`src/rtl/if_fetch_unit.sv`:
```
// Instruction fetch unit: drives the fetch PC, talks to instruction memory and
// feeds {instruction, pc+1} pairs to IF/ID through a 2-entry prefetch buffer.
module if_fetch_unit #(
  parameter int                   PC_W      = 8,
  parameter int                   INSTR_W   = 19,
  parameter logic [PC_W-1:0]      RESET_PC  = '0,
  parameter logic [INSTR_W-1:0]   NOP_INSTR = '0
) (
  input  logic               clk,
  input  logic               rst_n,
  input  logic               redirect,
  input  logic [PC_W-1:0]    redirect_pc,
  input  logic               IF_IDwrite,
  output logic               imem_req,
  output logic [PC_W-1:0]    imem_addr,
  input  logic               imem_ack,
  input  logic [INSTR_W-1:0] imem_rdata,
  output logic [INSTR_W-1:0] IF_instruction,
  output logic [PC_W-1:0]    IF_pc_plus_one,
  output logic               IF_valid
);

  // state | meaning
  // IDLE  | no request outstanding; issue when a buffer slot is (or becomes) free
  // WAIT  | request outstanding; response is pushed into the buffer
  // DRAIN | request outstanding on a stale path; response is dropped
  typedef enum logic [1:0] {S_IDLE, S_WAIT, S_DRAIN} state_t;

  state_t             state, state_d;
  logic [PC_W-1:0]    fetch_pc, fetch_pc_d;
  logic [PC_W-1:0]    req_pc, req_pc_d;
  logic [1:0]         count, count_d;
  logic [INSTR_W-1:0] buf_instr [2];
  logic [PC_W-1:0]    buf_ppo   [2];
  logic               valid, pop, push, push_slot;

  always_comb begin
    state_d    = state;
    fetch_pc_d = fetch_pc;
    req_pc_d   = req_pc;
    push       = 1'b0;
    valid      = (count != 2'd0) && !redirect;
    pop        = valid && IF_IDwrite;
    case (state)
      S_IDLE: begin
        if (redirect) begin
          fetch_pc_d = redirect_pc;
        end else if ((count < 2'd2) || pop) begin
          req_pc_d   = fetch_pc;
          fetch_pc_d = fetch_pc + PC_W'(1);
          state_d    = S_WAIT;
        end
      end
      S_WAIT: begin
        if (redirect) begin
          fetch_pc_d = redirect_pc;
          state_d    = imem_ack ? S_IDLE : S_DRAIN;
        end else if (imem_ack) begin
          push    = 1'b1;
          state_d = S_IDLE;
        end
      end
      S_DRAIN: begin
        if (redirect) fetch_pc_d = redirect_pc;
        if (imem_ack) state_d = S_IDLE;
      end
      default: state_d = S_IDLE;
    endcase

    if (redirect) begin
      count_d = 2'd0;
    end else begin
      case ({push, pop})
        2'b10:   count_d = count + 2'd1;
        2'b01:   count_d = count - 2'd1;
        default: count_d = count;
      endcase
    end
    // A free slot is guaranteed on push, so the tail is slot 1 only when
    // one word stays resident this cycle.
    push_slot = (count == 2'd1) && !pop;
  end

  always_ff @(posedge clk or negedge rst_n) begin
    if (!rst_n) begin
      state        <= S_IDLE;
      fetch_pc     <= RESET_PC;
      req_pc       <= RESET_PC;
      count        <= 2'd0;
      buf_instr[0] <= NOP_INSTR;
      buf_instr[1] <= NOP_INSTR;
      buf_ppo[0]   <= '0;
      buf_ppo[1]   <= '0;
    end else begin
      state    <= state_d;
      fetch_pc <= fetch_pc_d;
      req_pc   <= req_pc_d;
      count    <= count_d;
      if (pop) begin
        buf_instr[0] <= buf_instr[1];
        buf_ppo[0]   <= buf_ppo[1];
      end
      if (push) begin
        if (push_slot) begin
          buf_instr[1] <= imem_rdata;
          buf_ppo[1]   <= req_pc + PC_W'(1);
        end else begin
          buf_instr[0] <= imem_rdata;
          buf_ppo[0]   <= req_pc + PC_W'(1);
        end
      end
    end
  end

  assign imem_req       = (state == S_WAIT) || (state == S_DRAIN);
  assign imem_addr      = req_pc;
  assign IF_valid       = valid;
  assign IF_instruction = valid ? buf_instr[0] : NOP_INSTR;
  assign IF_pc_plus_one = valid ? buf_ppo[0] : '0;

endmodule

```
`config.mk`:
```
export PLATFORM = sky130hd
export DESIGN_NAME = if_fetch_unit
export DESIGN_NICKNAME = d
export VERILOG_FILES = /design/src/rtl/if_fetch_unit.sv
export SDC_FILE = /design/constraint.sdc
export NUM_CORES = 1
export LEC_CHECK = 0
export CORE_MARGIN = 1
export CORE_UTILIZATION = 40
export CTS_BUF_LIST = sky130_fd_sc_hd__clkbuf_4 sky130_fd_sc_hd__clkbuf_8
export CTS_CLUSTER_SIZE = 25
export DETAILED_ROUTE_END_ITERATION = 8
export PLACE_DENSITY = 0.72
export SYNTH_ARGS = -nofsm -noshare
export SYNTH_HDL_FRONTEND = slang
export SYNTH_SLANG_ARGS = --single-unit
```
`constraint.sdc`:
```
create_clock -name clk -period 4.05 [get_ports clk]
set_input_delay 1.215 -clock clk [delete_from_list [all_inputs] [get_ports clk]]
set_output_delay 1.215 -clock clk [all_outputs]
set_load 0.01 [all_outputs]
```
; ---- Word-level counts from Yosys, hierarchy flattened
; Index checks and enable logic that the tools add are counted.
[totals]
ff_bits = 74
latch_bits = 0
ram_bits = 0
mem_bits_ro = 0
in_bits = 32
memories = 0
[classes]
add_sub_neg = 4
n_mul = 0
n_div = 0
order_cmp = 1
n_eq_ne = 9
shifts = 0
mux = 25
bitwise = 1
n_reduce_logical = 16
[ops]
columns = op, count
row1 = $mux 19, 4
row2 = $mux 8, 7
row3 = $mux 38, 1
row4 = $add 8x1->8 const B, 2
row5 = $mux 16, 1
row6 = $pmux 8 s2, 1
row7 = $mux 2, 6
row8 = $eq 2x1->1 const B, 3
row9 = $pmux 2 s3, 1
row10 = $reduce_and 3->1, 2
row11 = $eq 2x2->1 const B, 2
row12 = $ne 2x2->1 const B, 2
row13 = $pmux 2 s2, 1
row14 = $reduce_and 2->1, 2
row15 = $reduce_bool 2->1, 2
row16 = $logic_and 1x1->1, 3
row17 = $mux 1, 3
row18 = $ne 3x3->1 const B, 1
row19 = $reduce_bool 3->1, 1
row20 = $add 2x1->2 const B, 1
row21 = $logic_not 1->1, 2
row22 = $logic_not 2->1, 1
row23 = $logic_or 1x1->1, 2
row24 = $lt 2x2->1 const B, 1
row25 = 4 further kinds, 4

; ---- Logic depth before layout (Yosys ltp)
; Gate-level depths: netlist of run 1.
[depth]
ltp_word = 7
ltp_mapped = 9

; ---- Worst setup path before layout of run 1
; No wires, ideal clock.
[synth_timing]
path_type = input-to-output
start = input port redirect
end = output port IF_instruction[10]
t_arrival_ps = 2194
required_time_ps = 2835
slack_ps = 641
cell_stages = 5
path_buffers = 3
path_cell_list = buf_2 -> nor2_1 -> clkbuf_1 -> clkbuf_1 -> and2_1
[synth_between]
elab_chain_len = 3
[synth_lines]
columns = element, line
row1 = start: declaration, 11  ; input logic redirect,
row2 = $logic_not 1->1, 42  ; valid = (count != 2'd0) && !redirect;
row3 = $logic_and 1x1->1, 42
row4 = $mux 19, 118  ; assign IF_instruction = valid ? buf_instr[0] : NOP_INSTR;
row5 = end: declaration, 18  ; output logic [INSTR_W-1:0] IF_instruction,
; No other way between the ends.

; ---- Worst setup path in the final report of run 1
[layout_timing]
start = input port redirect
end = output port IF_pc_plus_one[4]
[layout_between]
elab_chain_len = 3
[layout_lines]
columns = element, line
row1 = $logic_not 1->1, 42
row2 = $logic_and 1x1->1, 42
row3 = $mux 8, 119  ; assign IF_pc_plus_one = valid ? buf_ppo[0] : '0;
row4 = end: declaration, 19  ; output logic [PC_W-1:0] IF_pc_plus_one,
; No other way between the ends.

==> flow_summary_export.csv, run 1 <==
group,metric,value,unit
synth,synth.area.top_cells,"dfrtp_1, mux2_2, mux2i_1",
synth,ys_ff_latch,74,
synth,synth_area,0.00387,sq mm
clock_tree,clk_pin_slew_worst_paths,0.08,ns
pwr,p_sw,0.00115,W
drt,via_per_inst,5.09,
clock_tree,cts_sinks,74,
synth,async_reset_ff_frac,1.00,
setup_path,worstPathArrival,2.69,ns
pwr,power_frac_comb,0.408,
setup_path,path_class,"in2out",
sta,max_freq,256,MHz
sta,min_period,3.90,ns
drt,dr.pass1.iters,4,
min_path,min_path_cells,2,
synth,synth-compound-area-share,0.141,
setup_path,r2r_start,"count[1]$_DFFE_PN0P_",
synth,synthMuxAreaShare,0.156,
sta,skew,0.00782,ns
floorplanning,die-width,100,um
setup_path,cp-endpoint,"IF_pc_plus_one[4]",
synth,syn_nets,386,
sta,worst_hold_slack,0.485,ns
sta,fin_crit_sh,0.964,
synth,synth_ff_type,"dfrtp_1",
run_status,status,"complete, no violations",
floorplanning,die-height,100,um
synth,ys_warn_count,0,
sta,rsz0062_at_grt,"no",
pwr,p_clk_frac,0.193,
finish,fillers,810,
finish,fin_nets,451,
clock_tree,clockBufferDepth,2,
pwr,p_per_area,675,mW/mm^2
synth,synthCells,346,
finish,area_growth,25.8,%
flow_run,cap_violations,0,
synth,synth_edf_count,0,
pwr,leakage,2.21,nW
pwr,intPower,0.00213,W
pwr,vdd_drop_max,0.000389,V
sta,final-setup-viol-count,0,
setup_path,cp-start-kind,"input port",
floorplanning,start_util,0.417,
drt,ant_nets,0,
synth,synth_top_family_by_area,"multiplexers",
setup_path,crit_start,"redirect",
finish,postLayoutCoreUtil,0.524,
floorplanning,rows,35,
synth,yosysSeqAreaShare,0.479,
finish,drive_gt1_frac,0.209,
setup_path,r2r-end,"buf_instr[8]$_DFFE_PN0P_",
setup_path,worstPathRequired,2.83,ns
clock_tree,clk_latency,0.34,ns
clock_tree,post_cts_resized,0,
finish,n_antenna_cell,0,
synth,synth_adder_area_share,0.0259,
synth,synth_cell_types,40,
place,io_buffers,68,
place,finalWeightedCongestion,0.916,
pwr,seqPwrFrac,0.399,
clock_tree,cts_inserted_buffers,9,
synth,synth_top_area_cell,"dfrtp_1",
setup_path,r2r_slack,1.79,ns
place,place_ws,0.132,ns
clock_tree,cts_hold_buf,0,
sta,setup_tns,0,ns
sta,fin_ws,0.148,ns
setup_path,end_kind,"output port",
drt,drt-total-wl,7830,um
global_route,grt_pass1_vias,2686,
synth,syn_area_per_cell,11.2,sq um
clock_tree,cts_root_buf,"clkbuf_8",
clock_tree,tritoncts,"done",
floorplanning,io-pin-count,69,
sta,final_hold_viol_count,0,
sta,slew_headroom,0.388,
drt,drtIter0Drc,116,
synth,yosysTopAreaCellShare,0.479,
pwr,swShare,0.350,
synth,synth-simple-area-share,0.136,
floorplanning,die_area,0.0101,sq mm
clock_tree,htree_levels,3,
global_route,grtUsageTotal,0.166,
sta,final_max_slew_viol_count,0,
global_route,grt_overflow_total,0,
clock_tree,post-cts-setup-buffer-count,0,
drt,vias,2773,
place,hpwl,5240,um
synth,synth_xor_area_frac,0.0181,
setup_path,reg2reg_depth,6,
pwr,p_total,0.00328,W
drt,drc_errors,0,
drt,wl_per_cell,14.4,um
sta,tightest_slew,0.919,ns
floorplanning,fp.coreArea,0.00928,sq mm
global_route,antenna_found_initial,0,
setup_path,worstPathMaxFanout,33,
global_route,grt_max_degree,75,
min_path,hold_class,"reg2reg",
global_route,grt_pass1_wl,13000,um
cell usage in the layout (no fill, tap or decap), types with 7 or more instances in the layout:
cell type and count:
and3_1 8, clkdlybuf4s50_1 67, o21ai_2 23, mux2_2 32
dfrtp_1 74, nand3_1 10, o21ai_0 11, nand2_1 39
a21oi_1 8, nor2_1 7, and2_1 28, clkbuf_8 9
mux2i_1 23, ha_1 8
synth_stat cells, types with 3 or more instances:
cell type / number
a221oi_1: 5
inv_1: 6
mux2i_1: 23
xnor2_1: 5
buf_6: 7
nand3_1: 10
o21ai_0: 11
nand2_1: 39
xor2_1: 3
a21oi_1: 8
buf_4: 4
nand2b_1: 3
and3_1: 8
and2_1: 28
mux2_2: 32
a211oi_1: 6
buf_2: 4
a2bb2oi_1: 6
o21ai_2: 23
clkbuf_1: 5
nor2_1: 8
dfrtp_1: 74
ha_1: 8
critical path, stage by stage:
cell             delay (ns)
clkdlybuf4s50_1        0.43
nor2_2                 0.16
buf_12                 0.18
and2_1                 0.16
clkdlybuf4s50_1        0.53
area by class of cell:
| type | count | area, sq um | area share |
|---|---|---|---|
| sequential | 74 | 1850 | 0.380 |
| multi-input combinational | 245 | 1850 | 0.379 |
| timing repair buffer | 74 | 761 | 0.156 |
| tap | 129 | 161 | 0.0332 |
| clock buffer | 10 | 131 | 0.0270 |
| clock inverter | 6 | 90.1 | 0.0185 |
| inverter | 7 | 26.3 | 0.00540 |
through the flow:
step	instance area, sq um	instances
2_1_floorplan	3870	346
3_3_place_gp	4650	529
3_5_place_dp	4650	529
4_1_cts	4870	545
5_1_grt	4870	545
6_report	4870	545
sequential cells by signal, summed over array words and instances, names as in the netlist:
register,flops
buf_instr,38
buf_ppo,16
count,2
fetch_pc,8
imem_addr,8
state,2
cell families (layout without fill, tap and decap cells):
| logic type | count (synthesis) | in the layout |
|---|---|---|
| AOI/OAI and AO/OA | 70 | 70 |
| xor gates and xnor gates | 8 | 8 |
| buffers and inverters | 27 | 97 |
| and+or+nand+nor | 103 | 103 |
| DFF | 74 | 74 |
| adders and majority gates | 8 | 8 |
| muxes | 56 | 56 |
how the worst min path moves through the flow:
stage	start	to
after floorplan	buf_ppo[0]$_DFFE_PN0P_	buf_ppo[0]$_DFFE_PN0P_
after global routing	buf_ppo[6]$_DFFE_PN0P_	buf_ppo[6]$_DFFE_PN0P_
after detailed placement	buf_ppo[6]$_DFFE_PN0P_	buf_ppo[6]$_DFFE_PN0P_
after CTS	buf_ppo[6]$_DFFE_PN0P_	buf_ppo[6]$_DFFE_PN0P_
after global placement	buf_ppo[5]$_DFFE_PN0P_	buf_ppo[5]$_DFFE_PN0P_
final	buf_ppo[6]$_DFFE_PN0P_	buf_ppo[6]$_DFFE_PN0P_
power groups by stage:
stage | Sequential [W] | Clock [W] | Combinational [W]
6_report | 0.00131 | 0.000633 | 0.00134
5_1_grt | 0.00136 | 0.000678 | 0.00148
4_1_cts | 0.00131 | 0.000643 | 0.00136
3_5_place_dp | 0.00132 | 0 | 0.00135
3_3_place_gp | 0.00131 | 0 | 0.00130
2_1_floorplan | 0.00125 | 0 | 0.000956
metal layers:
metal / vias to the layer above / GRT usage / wire length (um)
met1: 1335 / 0.221 / 3680
met2: 73 / 0.269 / 3730
met5: - / 0 / 0
li1: 1355 / - / -
met4: 0 / 0.0412 / 92
met3: 10 / 0.0453 / 320
(Power assumes the default switching activity.)
==> run 2: changes to the inputs <==
--- a/config.mk
+++ b/config.mk
@@ -5,12 +5,14 @@
 export SDC_FILE = /design/constraint.sdc
 export NUM_CORES = 1
 export LEC_CHECK = 0
+export ABC_AREA = 1
 export CORE_MARGIN = 1
 export CORE_UTILIZATION = 40
 export CTS_BUF_LIST = sky130_fd_sc_hd__clkbuf_4 sky130_fd_sc_hd__clkbuf_8
 export CTS_CLUSTER_SIZE = 25
 export DETAILED_ROUTE_END_ITERATION = 8
-export PLACE_DENSITY = 0.72
+export HOLD_SLACK_MARGIN = 0.12
+export PLACE_DENSITY = 0.73
 export SYNTH_ARGS = -nofsm -noshare
 export SYNTH_HDL_FRONTEND = slang
 export SYNTH_SLANG_ARGS = --single-unit
==> constraint.sdc (replaced) <==
create_clock -name clk -period 4.5 [get_ports clk]
set_input_delay 1.35 -clock clk [delete_from_list [all_inputs] [get_ports clk]]
set_output_delay 1.35 -clock clk [all_outputs]
set_load 0.01 [all_outputs]
==> run 2 against run 1 <==
Final cell count increased by 24%. Sequential share of layout area increased by 0.76 points. Clock-buffer cell count is 1 higher. Critical path type unchanged. Critical endpoint is now IF_pc_plus_one[0]. Largest power group unchanged.
==> flow_summary_export.csv, run 2 <==
group,metric,value,unit
setup_path,r2r_slack,2.07,ns
clock_tree,htree_levels,3,
clock_tree,clk_pin_slew_worst_paths,0.08,ns
pwr,power_frac_comb,0.411,
global_route,grt_pass1_wl,13600,um
setup_path,cp-start-kind,"input port",
finish,final_common_cell,"nand2_1",
setup_path,crit_family,"buffers and inverters",
sta,final_hold_viol_count,0,
drt,vias,3129,
synth,syn_area_per_cell,7.96,sq um
pwr,seqPwrFrac,0.404,
clock_tree,clockBufferDepth,2,
synth,yosysTopAreaCellShare,0.487,
setup_path,cp_slowest_cell,"clkdlybuf4s50_1",
finish,n_antenna_cell,0,
setup_path,crit_buf_inv,4,
drt,wl_per_cell,11.7,um
place,finalWeightedCongestion,0.887,
finish,layout_common_cells,"nand2_1, dfrtp_1, inv_1",
setup_path,timing.critical_path.mode_cell,"clkdlybuf4s50_1",
setup_path,cp-endpoint,"IF_pc_plus_one[0]",
setup_path,path_depth,6,
sta,rsz0062_at_grt,"no",
floorplanning,start_util,0.412,
finish,area_growth,25.5,%
sta,fin_ws,0.280,ns
drt,drc_errors,0,
clock_tree,post_cts_resized,0,
sta,min_period,4.22,ns
global_route,antenna_found_initial,0,
synth,synth_top_area_cell,"dfrtp_1",
pwr,p_sw,0.00110,W
setup_path,path_class,"in2out",
clock_tree,post-cts-setup-buffer-count,0,
finish,fin_nets,583,
sta,worst_hold_slack,0.476,ns
synth,yosysMostFrequentCell,"nand2_1",
setup_path,end_kind,"output port",
sta,setup_tns,0,ns
floorplanning,die-width,99.5,um
synth,syn_nets,518,
clock_tree,cts_hold_buf,0,
place,io_buffers,68,
floorplanning,io-pin-count,69,
synth,synth_ff_type,"dfrtp_1",
synth,synth.area.top_cells,"dfrtp_1, nand2_1, inv_1",
synth,async_reset_ff_frac,1.00,
clock_tree,cts_inserted_buffers,9,
finish,largest_registers,"buf_instr x38, buf_ppo x16",
global_route,grt_overflow_total,0,
finish,fillers,887,
clock_tree,tritoncts,"done",
setup_path,worstPathRequired,3.15,ns
setup_path,worstPathMaxFanout,27,
sta,fin_crit_sh,0.938,
finish,drive_gt1_frac,0.0693,
synth,synth_edf_count,0,
setup_path,r2r_start,"count[1]$_DFFE_PN0P_",
place,placed_area,0.00456,sq mm
floorplanning,fp.coreArea,0.00924,sq mm
flow_run,cap_violations,0,
global_route,grt_pass1_vias,3080,
setup_path,r2r-end,"buf_ppo[15]$_DFF_PN0_",
drt,ant_nets,0,
sta,skew,0.00630,ns
sta,slew_headroom,0.421,
drt,dr.pass1.iters,4,
synth,ys_warn_count,0,
synth,yosysSeqAreaShare,0.487,
clock_tree,cts_sinks,74,
min_path,min_path_cells,2,
drt,via_per_inst,4.62,
drt,drtIter0Drc,109,
synth,synth.top_cells.by_count,"nand2_1, dfrtp_1, inv_1, o21ai_0, nor2_1",
pwr,vdd_drop_max,0.000303,V
sta,tightest_slew,0.866,ns
synth,synthCells,478,
finish,final_area,0.00477,sq mm
pwr,leakage,2.36,nW
global_route,grt_max_degree,53,
finish,regMostFlops,"buf_instr",
global_route,grtUsageTotal,0.173,
floorplanning,rows,35,
setup_path,path_cells,"clkdlybuf4s50_1 > inv_2 > nand2_1 > buf_4 > nor2_1 > clkdlybuf4s50_1",
pwr,swShare,0.382,
sta,final_max_slew_viol_count,0,
pwr,p_per_area,604,mW/mm^2
synth,synth_area,0.00380,sq mm
floorplanning,die_area,0.00990,sq mm
pwr,p_clk_frac,0.185,
clock_tree,clk_latency,0.33,ns
clock_tree,cts_root_buf,"clkbuf_8",
sta,final-setup-viol-count,0,
setup_path,worstPathArrival,2.87,ns
synth,ys_ff_latch,74,
place,place_ws,0.276,ns
floorplanning,die-height,99.5,um
setup_path,crit_start,"redirect",
setup_path,critPathMaxStageDelay,0.56,ns
finish,largest_reg_flops,38,
sta,max_freq,237,MHz
finish,postLayoutCoreUtil,0.516,
min_path,hold_class,"reg2reg",
setup_path,reg2reg_depth,9,
run_status,status,"complete, no violations",
drt,drt-total-wl,7930,um
place,hpwl,5560,um
pwr,intPower,0.00178,W
synth,synth_cell_types,32,
[run 2: worst min-delay path by stage]
stage | endpoint | slack [ns] | from
6_report | buf_ppo[4]$_DFFE_PN0P_ | 0.48 | buf_ppo[4]$_DFFE_PN0P_
5_1_grt | buf_ppo[4]$_DFFE_PN0P_ | 0.51 | buf_ppo[4]$_DFFE_PN0P_
4_1_cts | buf_ppo[4]$_DFFE_PN0P_ | 0.48 | buf_ppo[4]$_DFFE_PN0P_
3_5_place_dp | buf_ppo[4]$_DFFE_PN0P_ | 0.46 | buf_ppo[4]$_DFFE_PN0P_
3_3_place_gp | buf_ppo[2]$_DFFE_PN0P_ | 0.45 | buf_ppo[2]$_DFFE_PN0P_
2_1_floorplan | buf_ppo[2]$_DFFE_PN0P_ | 0.44 | buf_ppo[2]$_DFFE_PN0P_
[run 2: layout make-up]
type	count	area [sq um]	share of cell area
repair buffers	73	713	0.149
clock buffers	11	145	0.0304
well taps	129	161	0.0338
inverters	75	282	0.0590
multi-input cells	310	1560	0.326
clock inverters	5	62.6	0.0131
flip-flops and latches	74	1850	0.388
[run 2: metrics by stage]
stage / std cells / power (W)
floorplan: 478 / 0.00196
detailed placement: 661 / 0.00237
CTS: 677 / 0.00292
finish: 677 / 0.00288
global route: 677 / 0.00315
global placement: 661 / 0.00232
[run 2: power by group through the flow]
stage                     Sequential (W)  Combinational, W  Clock, W
after global routing             0.00120           0.00137  0.000580
after floorplan                  0.00114          0.000813         0
after detailed placement         0.00118           0.00119         0
final                            0.00117           0.00118  0.000533
after global placement           0.00116           0.00115         0
after CTS                        0.00117           0.00120  0.000554
[run 2: metal layers]
metal | vias up | routed length (um) | track usage
met5 | - | 0 | 0
met4 | 0 | 34 | 0.0452
met3 | 2 | 330 | 0.0450
met2 | 71 | 3700 | 0.289
met1 | 1422 | 3870 | 0.225
li1 | 1634 | - | -
[run 2: worst reg2reg max path: stages (launching register included)]
cell	delay [ns]
dfrtp_1	0.41
inv_1	0.10
ha_1	0.24
nor2_4	0.06
nand2_4	0.38
nand2_4	0.14
nand2_2	0.66
inv_1	0.18
nand2_1	0.12
nand2_1	0.05
[run 2: cells by family (layout without fill, tap and decap cells)]
group / after synthesis / in the layout / synth area share
compound gates: 92 / 92 / 0.138
buf+inv: 94 / 164 / 0.104
simple gates: 201 / 201 / 0.223
fa+ha+maj: 8 / 8 / 0.0263
mux: 2 / 2 / 0.00559
xor+xnor: 7 / 7 / 0.0161
flops: 74 / 74 / 0.487
==> run 3: changes to the inputs <==
--- a/config.mk
+++ b/config.mk
@@ -9,7 +9,7 @@
 export CORE_MARGIN = 1
 export CORE_UTILIZATION = 40
 export CTS_BUF_LIST = sky130_fd_sc_hd__clkbuf_4 sky130_fd_sc_hd__clkbuf_8
-export CTS_CLUSTER_SIZE = 25
+export CTS_CLUSTER_SIZE = 28
 export DETAILED_ROUTE_END_ITERATION = 8
 export HOLD_SLACK_MARGIN = 0.12
 export PLACE_DENSITY = 0.73
==> results of run 3 <==
No change in the layout: final DEF, timing and power equal those of run 2.
